`src/rtl/gpio_apb_arbiter2.sv`:
```
// Two-requester APB2 master for the GPIO lite slave registers.
// It arbitrates single 16-bit read/write commands from A and B and returns read data.
//
// state  | meaning
// IDLE   | no transfer; arbitrate eligible requesters
// SETUP  | psel2=1, penable2=0
// ACCESS | psel2=1, penable2=1; capture read data on exit
module gpio_apb_arbiter2 #(
  parameter int ADDR_W    = 6,
  parameter int DATA_W    = 16,
  parameter int FIXED_PRI = 0
) (
  input  logic              pclk2,
  input  logic              n_p_reset2,
  input  logic              req_a2,
  input  logic              we_a2,
  input  logic [ADDR_W-1:0] addr_a2,
  input  logic [DATA_W-1:0] wdata_a2,
  output logic              done_a2,
  output logic [DATA_W-1:0] rdata_a2,
  input  logic              req_b2,
  input  logic              we_b2,
  input  logic [ADDR_W-1:0] addr_b2,
  input  logic [DATA_W-1:0] wdata_b2,
  output logic              done_b2,
  output logic [DATA_W-1:0] rdata_b2,
  output logic              busy2,
  output logic              psel2,
  output logic              penable2,
  output logic              pwrite2,
  output logic [ADDR_W-1:0] paddr2,
  output logic [31:0]       pwdata2,
  input  logic [31:0]       prdata2
);

  localparam logic [1:0] ST_IDLE   = 2'd0;
  localparam logic [1:0] ST_SETUP  = 2'd1;
  localparam logic [1:0] ST_ACCESS = 2'd2;

  logic [1:0]  state;
  logic        gnt_b;
  logic        rr_b_next;
  logic        elig_a;
  logic        elig_b;
  logic        pick_b;
  logic [31:0] wdata_ext;

  // A requester that is showing done this cycle is masked so a held req
  // cannot be mistaken for a new command before it has seen completion.
  always_comb begin
    elig_a = req_a2 & ~done_a2;
    elig_b = req_b2 & ~done_b2;
    pick_b = 1'b0;
    if (elig_a && elig_b) begin
      pick_b = (FIXED_PRI != 0) ? 1'b0 : rr_b_next;
    end else begin
      pick_b = elig_b;
    end
    wdata_ext = '0;
    wdata_ext[DATA_W-1:0] = pick_b ? wdata_b2 : wdata_a2;
  end

  always_ff @(posedge pclk2 or negedge n_p_reset2) begin
    if (!n_p_reset2) begin
      state     <= ST_IDLE;
      gnt_b     <= 1'b0;
      rr_b_next <= 1'b0;
      psel2     <= 1'b0;
      penable2  <= 1'b0;
      pwrite2   <= 1'b0;
      paddr2    <= '0;
      pwdata2   <= '0;
      done_a2   <= 1'b0;
      done_b2   <= 1'b0;
      rdata_a2  <= '0;
      rdata_b2  <= '0;
    end else begin
      done_a2 <= 1'b0;
      done_b2 <= 1'b0;
      case (state)
        ST_IDLE: begin
          if (elig_a || elig_b) begin
            state     <= ST_SETUP;
            psel2     <= 1'b1;
            gnt_b     <= pick_b;
            rr_b_next <= ~pick_b;
            pwrite2   <= pick_b ? we_b2 : we_a2;
            paddr2    <= pick_b ? addr_b2 : addr_a2;
            pwdata2   <= wdata_ext;
          end
        end
        ST_SETUP: begin
          state    <= ST_ACCESS;
          penable2 <= 1'b1;
        end
        ST_ACCESS: begin
          state    <= ST_IDLE;
          psel2    <= 1'b0;
          penable2 <= 1'b0;
          if (gnt_b) begin
            done_b2 <= 1'b1;
            if (!pwrite2) rdata_b2 <= prdata2[DATA_W-1:0];
          end else begin
            done_a2 <= 1'b1;
            if (!pwrite2) rdata_a2 <= prdata2[DATA_W-1:0];
          end
        end
        default: begin
          state    <= ST_IDLE;
          psel2    <= 1'b0;
          penable2 <= 1'b0;
        end
      endcase
    end
  end

  assign busy2 = (state == ST_SETUP) || (state == ST_ACCESS);

  generate
    if (DATA_W < 32) begin : g_unused_prdata
      logic unused_prdata;
      assign unused_prdata = ^prdata2[31:DATA_W];
    end
  endgenerate

endmodule

```
`config.mk`:
```
export PLATFORM = sky130hd
export DESIGN_NAME = gpio_apb_arbiter2
export DESIGN_NICKNAME = d
export VERILOG_FILES = /design/src/rtl/gpio_apb_arbiter2.sv
export SDC_FILE = /design/constraint.sdc
export NUM_CORES = 1
export LEC_CHECK = 0
export CORE_MARGIN = 3
export CORE_UTILIZATION = 41
export DETAILED_ROUTE_END_ITERATION = 8
export GPL_ROUTABILITY_DRIVEN = 0
export GPL_TIMING_DRIVEN = 0
export PLACE_DENSITY = 0.9
export SLEW_MARGIN = 20
export SYNTH_ARGS = -nofsm -noshare
export SYNTH_HDL_FRONTEND = slang
export SYNTH_SLANG_ARGS = --single-unit
```
`constraint.sdc`:
```
create_clock -name pclk2 -period 2.4 [get_ports pclk2]
set_clock_uncertainty 0.15 [all_clocks]
set_input_delay 0.48 -clock pclk2 [delete_from_list [all_inputs] [get_ports pclk2]]
set_output_delay 0.48 -clock pclk2 [all_outputs]
set_load 0.005 [all_outputs]
```
# Word-level counts from Yosys, hierarchy flattened
# Index checks and enable logic that the tools add are counted.
[totals]
word_cells = 44
regBits = 63
out_inout_bits = 76
[classes]
muxes = 13
n_reduce_logical = 8
n_eq_ne = 3
n_bitwise = 8
[ops]
columns = ["op", "count"]
rows = [
  ["$mux W16", 1],
  ["$mux W1", 7],
  ["$mux W6", 1],
  ["$not A1 Y1", 6],
  ["$reduce_and A3 Y1", 2],
  ["$pmux W1 S2", 2],
  ["$pmux W2 S2", 1],
  ["$reduce_and A2 Y1", 2],
  ["$and A1 B1 Y1", 2],
  ["$eq A2 B1 Y1 const B", 1],
  ["$eq A2 B2 Y1 const B", 1],
  ["$logic_not A2 Y1", 1],
  ["$logic_or A1 B1 Y1", 2],
  ["$mux W2", 1],
  ["$ne A2 B2 Y1 const B", 1],
  ["$logic_and A1 B1 Y1", 1],
]

# Longest topological paths before layout
[logic_depth]
ltp_word = 5
depth_mapped = 7
ltp_nobuf = 5

# Least setup slack after synthesis
# Ideal clock, no wire load.
[synth_path]
path_type = "register -> register"
from = "register state[0]"
to = "register rdata_b2[10]"
setup_slack_ps = 605
arrival_time_ps = 1520
synth_period_minus_slack_ps = 1795
required_ps = 2125
stages_incl_launch_ff = 7
path_cell_list = "dfrtp_1 -> inv_1 -> ha_1 -> and2_1 -> nand2_1 -> buf_2 -> mux2_2"
[synth_via]
elab_chain_len = 2
[synth_lines]
columns = ["element", "line", "source"]
rows = [
  ["start, declared", "40", "logic [1:0] state;"],
  ["start signal, assigned", "65", "state <= ST_IDLE;"],
  ["start signal, assigned", "83", "state <= ST_SETUP;"],
  ["start signal, assigned", "93", "state <= ST_ACCESS;"],
  ["$eq A2 B2 Y1", "80", "case (state)"],
  ["$reduce_and A3 Y1 (no line)", "-", ""],
  ["end signal, assigned", "102", "if (!pwrite2) rdata_b2 <= prdata2[DATA_W-1:0];"],
  ["end, declared", "26", "output logic [DATA_W-1:0] rdata_b2,"],
]
# Every way passes these cells.
# A chain may end at the register's enable or synchronous reset.

# Final worst setup path
[layout_path]
from = "register state[1]"
to = "output busy2"
[layout_via]
elab_chain_len = 2
elab_cells_between_ends = 3
[layout_lines]
columns = ["element", "line", "source"]
rows = [
  ["$eq A2 B1 Y1 / $eq A2 B2 Y1 (equally long branches)", "117", "assign busy2 = (state == ST_SETUP) || (state == ST_ACCESS);"],
  ["$logic_or A1 B1 Y1 *", "117", ""],
  ["end, declared", "27", "output logic busy2,"],
]
# Mark *: on every way between the ends. The rest lies on a longest branch, timed or not.

==> impl_metrics.env <==
export IMPL_leakage_uw=0.002214
export IMPL_yosys_register_bits=63
export IMPL_final_setup_worst_slack_ns=0.2056
export IMPL_grt_first_pass_wirelength_mm=13.59
export IMPL_timing_fmax_mhz=455.7
export IMPL_viasPerCell=5.028
export IMPL_status="finished clean"
export IMPL_synth_area_mux_share=0.1198
export IMPL_cts_htree_levels=3
export IMPL_boundaryPins=158
export IMPL_power_uw=5511
export IMPL_grt_max_degree=47
export IMPL_synthAdderAreaFrac=0.01521
export IMPL_maxCapViolCount=0
export IMPL_clk_latency_ns=0.33
export IMPL_clockBufferDepth=2
export IMPL_cp_max_fo=3
export IMPL_power_density_nw_per_um2=1116
export IMPL_final_cells=538
export IMPL_die_y_um=95.59
export IMPL_layout_drive_gt1_share=0.2110
export IMPL_ys_top_cells_by_area="dfrtp_1 (48%), a221oi_2 (9.1%), mux2_2 (7.9%)"
export IMPL_core_sq_um=7767
export IMPL_reg2reg_from="state[0]$_DFFE_PN0P_"
export IMPL_hold_viol_final=0
export IMPL_num_rows=32
export IMPL_cp_data_arrival_time_ns=1.56
export IMPL_critPathRequiredTime_ns=1.77
export IMPL_synth_area_sq_um=3291
export IMPL_end_kind="output pin"
export IMPL_hp_class="reg -> reg"
export IMPL_ctsRootBufferMaster="clkbuf_8"
export IMPL_grt_overflow=0
export IMPL_diodes=0
export IMPL_synth_edf_count=0
export IMPL_dpl_worst_slack_ns=0.1010
export IMPL_syn_inst=278
export IMPL_initial_utilization=0.4236
export IMPL_avgSynthCellArea_sq_um=11.84
export IMPL_hpwl_mm=6.632
export IMPL_dp_cells=521
export IMPL_vdd_drop_max_v=0.0003910
export IMPL_first_iter_violations=120
export IMPL_synth_xor_xnor_area_share=0
export IMPL_r2r_end="rdata_b2[9]$_DFFE_PN0P_"
export IMPL_synth_simple_gate_area_frac=0.08099
export IMPL_die_w_um=95.59
export IMPL_yosysMostFrequentCell="dfrtp_1"
export IMPL_critPathKind="reg -> out"
export IMPL_min_to="done_a2$_DFF_PN0_"
export IMPL_clk_pin_slew_ns=0.07
export IMPL_maxSlewViolCount=0
export IMPL_synthDistinctLibCells=28
export IMPL_yosys_warnings=0
export IMPL_drc=0
export IMPL_grt_pass1_vias=2752
export IMPL_finalCritPeriodShare=0.9143
export IMPL_track_usage=0.1924
export IMPL_min_path_cells=1
export IMPL_hold_ws_ns=0.3132
export IMPL_seq_area_frac_synth=0.4791
export IMPL_tightestPinTransition_ns=0.7193
export IMPL_synthArstFlopShare=1.000
export IMPL_cts_sinks=63
export IMPL_synth_top_area_cell="dfrtp_1"
export IMPL_rr_worst_depth=6
export IMPL_areaGrowthSynthToFinish_pct=50.04
export IMPL_setup_viol=0
export IMPL_synth_compound_area_frac=0.1970
export IMPL_port_buffers=125
export IMPL_num_vias=2705
export IMPL_ant_nets=0
export IMPL_nets=517
export IMPL_synth_top_area_frac=0.4791
export IMPL_r2r_slack_ns=0.36
export IMPL_drt_wl_total_mm=8.691
export IMPL_hp_start="gnt_b$_DFFE_PN0P_"
export IMPL_startpoint_type="flip-flop"
export IMPL_die_area_sq_um=9136
export IMPL_fin_crit_ns=2.194
export IMPL_antenna_found_initial=0
export IMPL_tritoncts="done"
export IMPL_synth_top_family_by_area="compound AO/OA/AOI/OAI gates"
export IMPL_ctsResizeCount=0
export IMPL_rsz0062_at_grt="no"
export IMPL_wl_per_cell_um=16.15
export IMPL_synth_ff_type="dfrtp_1"
export IMPL_dr_pass1_iters=4
export IMPL_max_slew_margin=0.5205
export IMPL_cts_made_buffers=9
export IMPL_yosys_top_cells_count="dfrtp_1 (63), inv_1 (26), a22oi_1 (24), and3b_1 (23), mux2_2 (23)"
stage by stage:
stage	util	TNS (ns)	cell area, sq um
after floorplan	-	0	3347
after global placement	0.6084	-75.91	4726
after detailed placement	0.6116	0	4751
after CTS	0.6356	0	4937
after global routing	0.6356	0	4937
final	0.6356	0	4937
report_power, final:
part / switching (uW) / internal, uW
Combinational: 1120 / 1680
Clock: 395 / 429
Sequential: 294 / 1600
critical path, stage by stage, from the launching register on:
cell,delay (ns)
dfrtp_1,0.37
inv_1,0.08
ha_1,0.29
clkdlybuf4s50_1,0.50
state kept, by name (all words and copies together), names as in the netlist:
name,cells
gnt_b,1
rr_b_next,1
psel2,1
rdata_a2,16
done_a2,1
pwrite2,1
state,2
paddr2,6
pwdata2,16
rdata_b2,16
penable2,1
done_b2,1
cell families after synthesis:
group                      after synthesis
AOI/OAI and AO/OA                       74
adders and majority gates                4
buffers and inverters                   68
DFF                                     63
muxes                                   35
other                                    1
and+or+nand+nor                         33
cells in the final DEF, fill, tap and decap left out, types with 2 or more instances in the layout:
cell	n
buf_6	2
a22oi_1	24
o21ai_0	21
mux2_2	23
clkbuf_1	11
clkbuf_8	11
mux2_1	12
inv_1	26
ha_1	4
nand2b_1	2
a221oi_2	20
dfrtp_1	63
a221oi_1	3
and3b_1	23
and2_1	2
clkinv_2	2
conb_1	16
o21ai_1	4
buf_2	11
clkdlybuf4s50_1	124
buf_4	19
worst max path at each step:
stage                               startpoint  cells after the start  slack [ns]                  endpoint
after floorplan           state[0]$_DFFE_PN0P_                      6        0.61  rdata_b2[10]$_DFFE_PN0P_
after global placement              n_p_reset2                      1       -1.21    pwdata2[8]$_DFFE_PN0P_
after detailed placement                req_a2                      5        0.10    pwdata2[8]$_DFFE_PN0P_
after CTS                 state[1]$_DFFE_PN0P_                      3        0.19                     busy2
after global routing      state[1]$_DFFE_PN0P_                      3        0.16                     busy2
final                     state[1]$_DFFE_PN0P_                      3        0.21                     busy2
what timing repair did:
item	in CTS	in global routing
hold buffers	1	0
hold endpoints to repair	17	0
setup buffers	0	0
area by class of cell:
| class | count | area (sq um) |
|---|---|---|
| Fill cell | 610 | 2830 |
| Clock buffer | 13 | 158.9 |
| Multi-Input combinational cell | 162 | 1419 |
| Clock inverter | 3 | 17.52 |
| Timing Repair Buffer | 127 | 1286 |
| Buffer | 41 | 250.2 |
| Sequential cell | 63 | 1577 |
| Tap cell | 102 | 127.6 |
| Inverter | 27 | 101.3 |
routing by layer:
layer / global-route usage / share of wire / vias to the layer above
met5: 0 / 0 / -
met4: 0.06161 / 0.013 / 0
met3: 0.04420 / 0.093 / 9
met2: 0.3283 / 0.48 / 126
met1: 0.2403 / 0.41 / 1293
li1: - / - / 1277
Power figures use the tool's default switching activity.
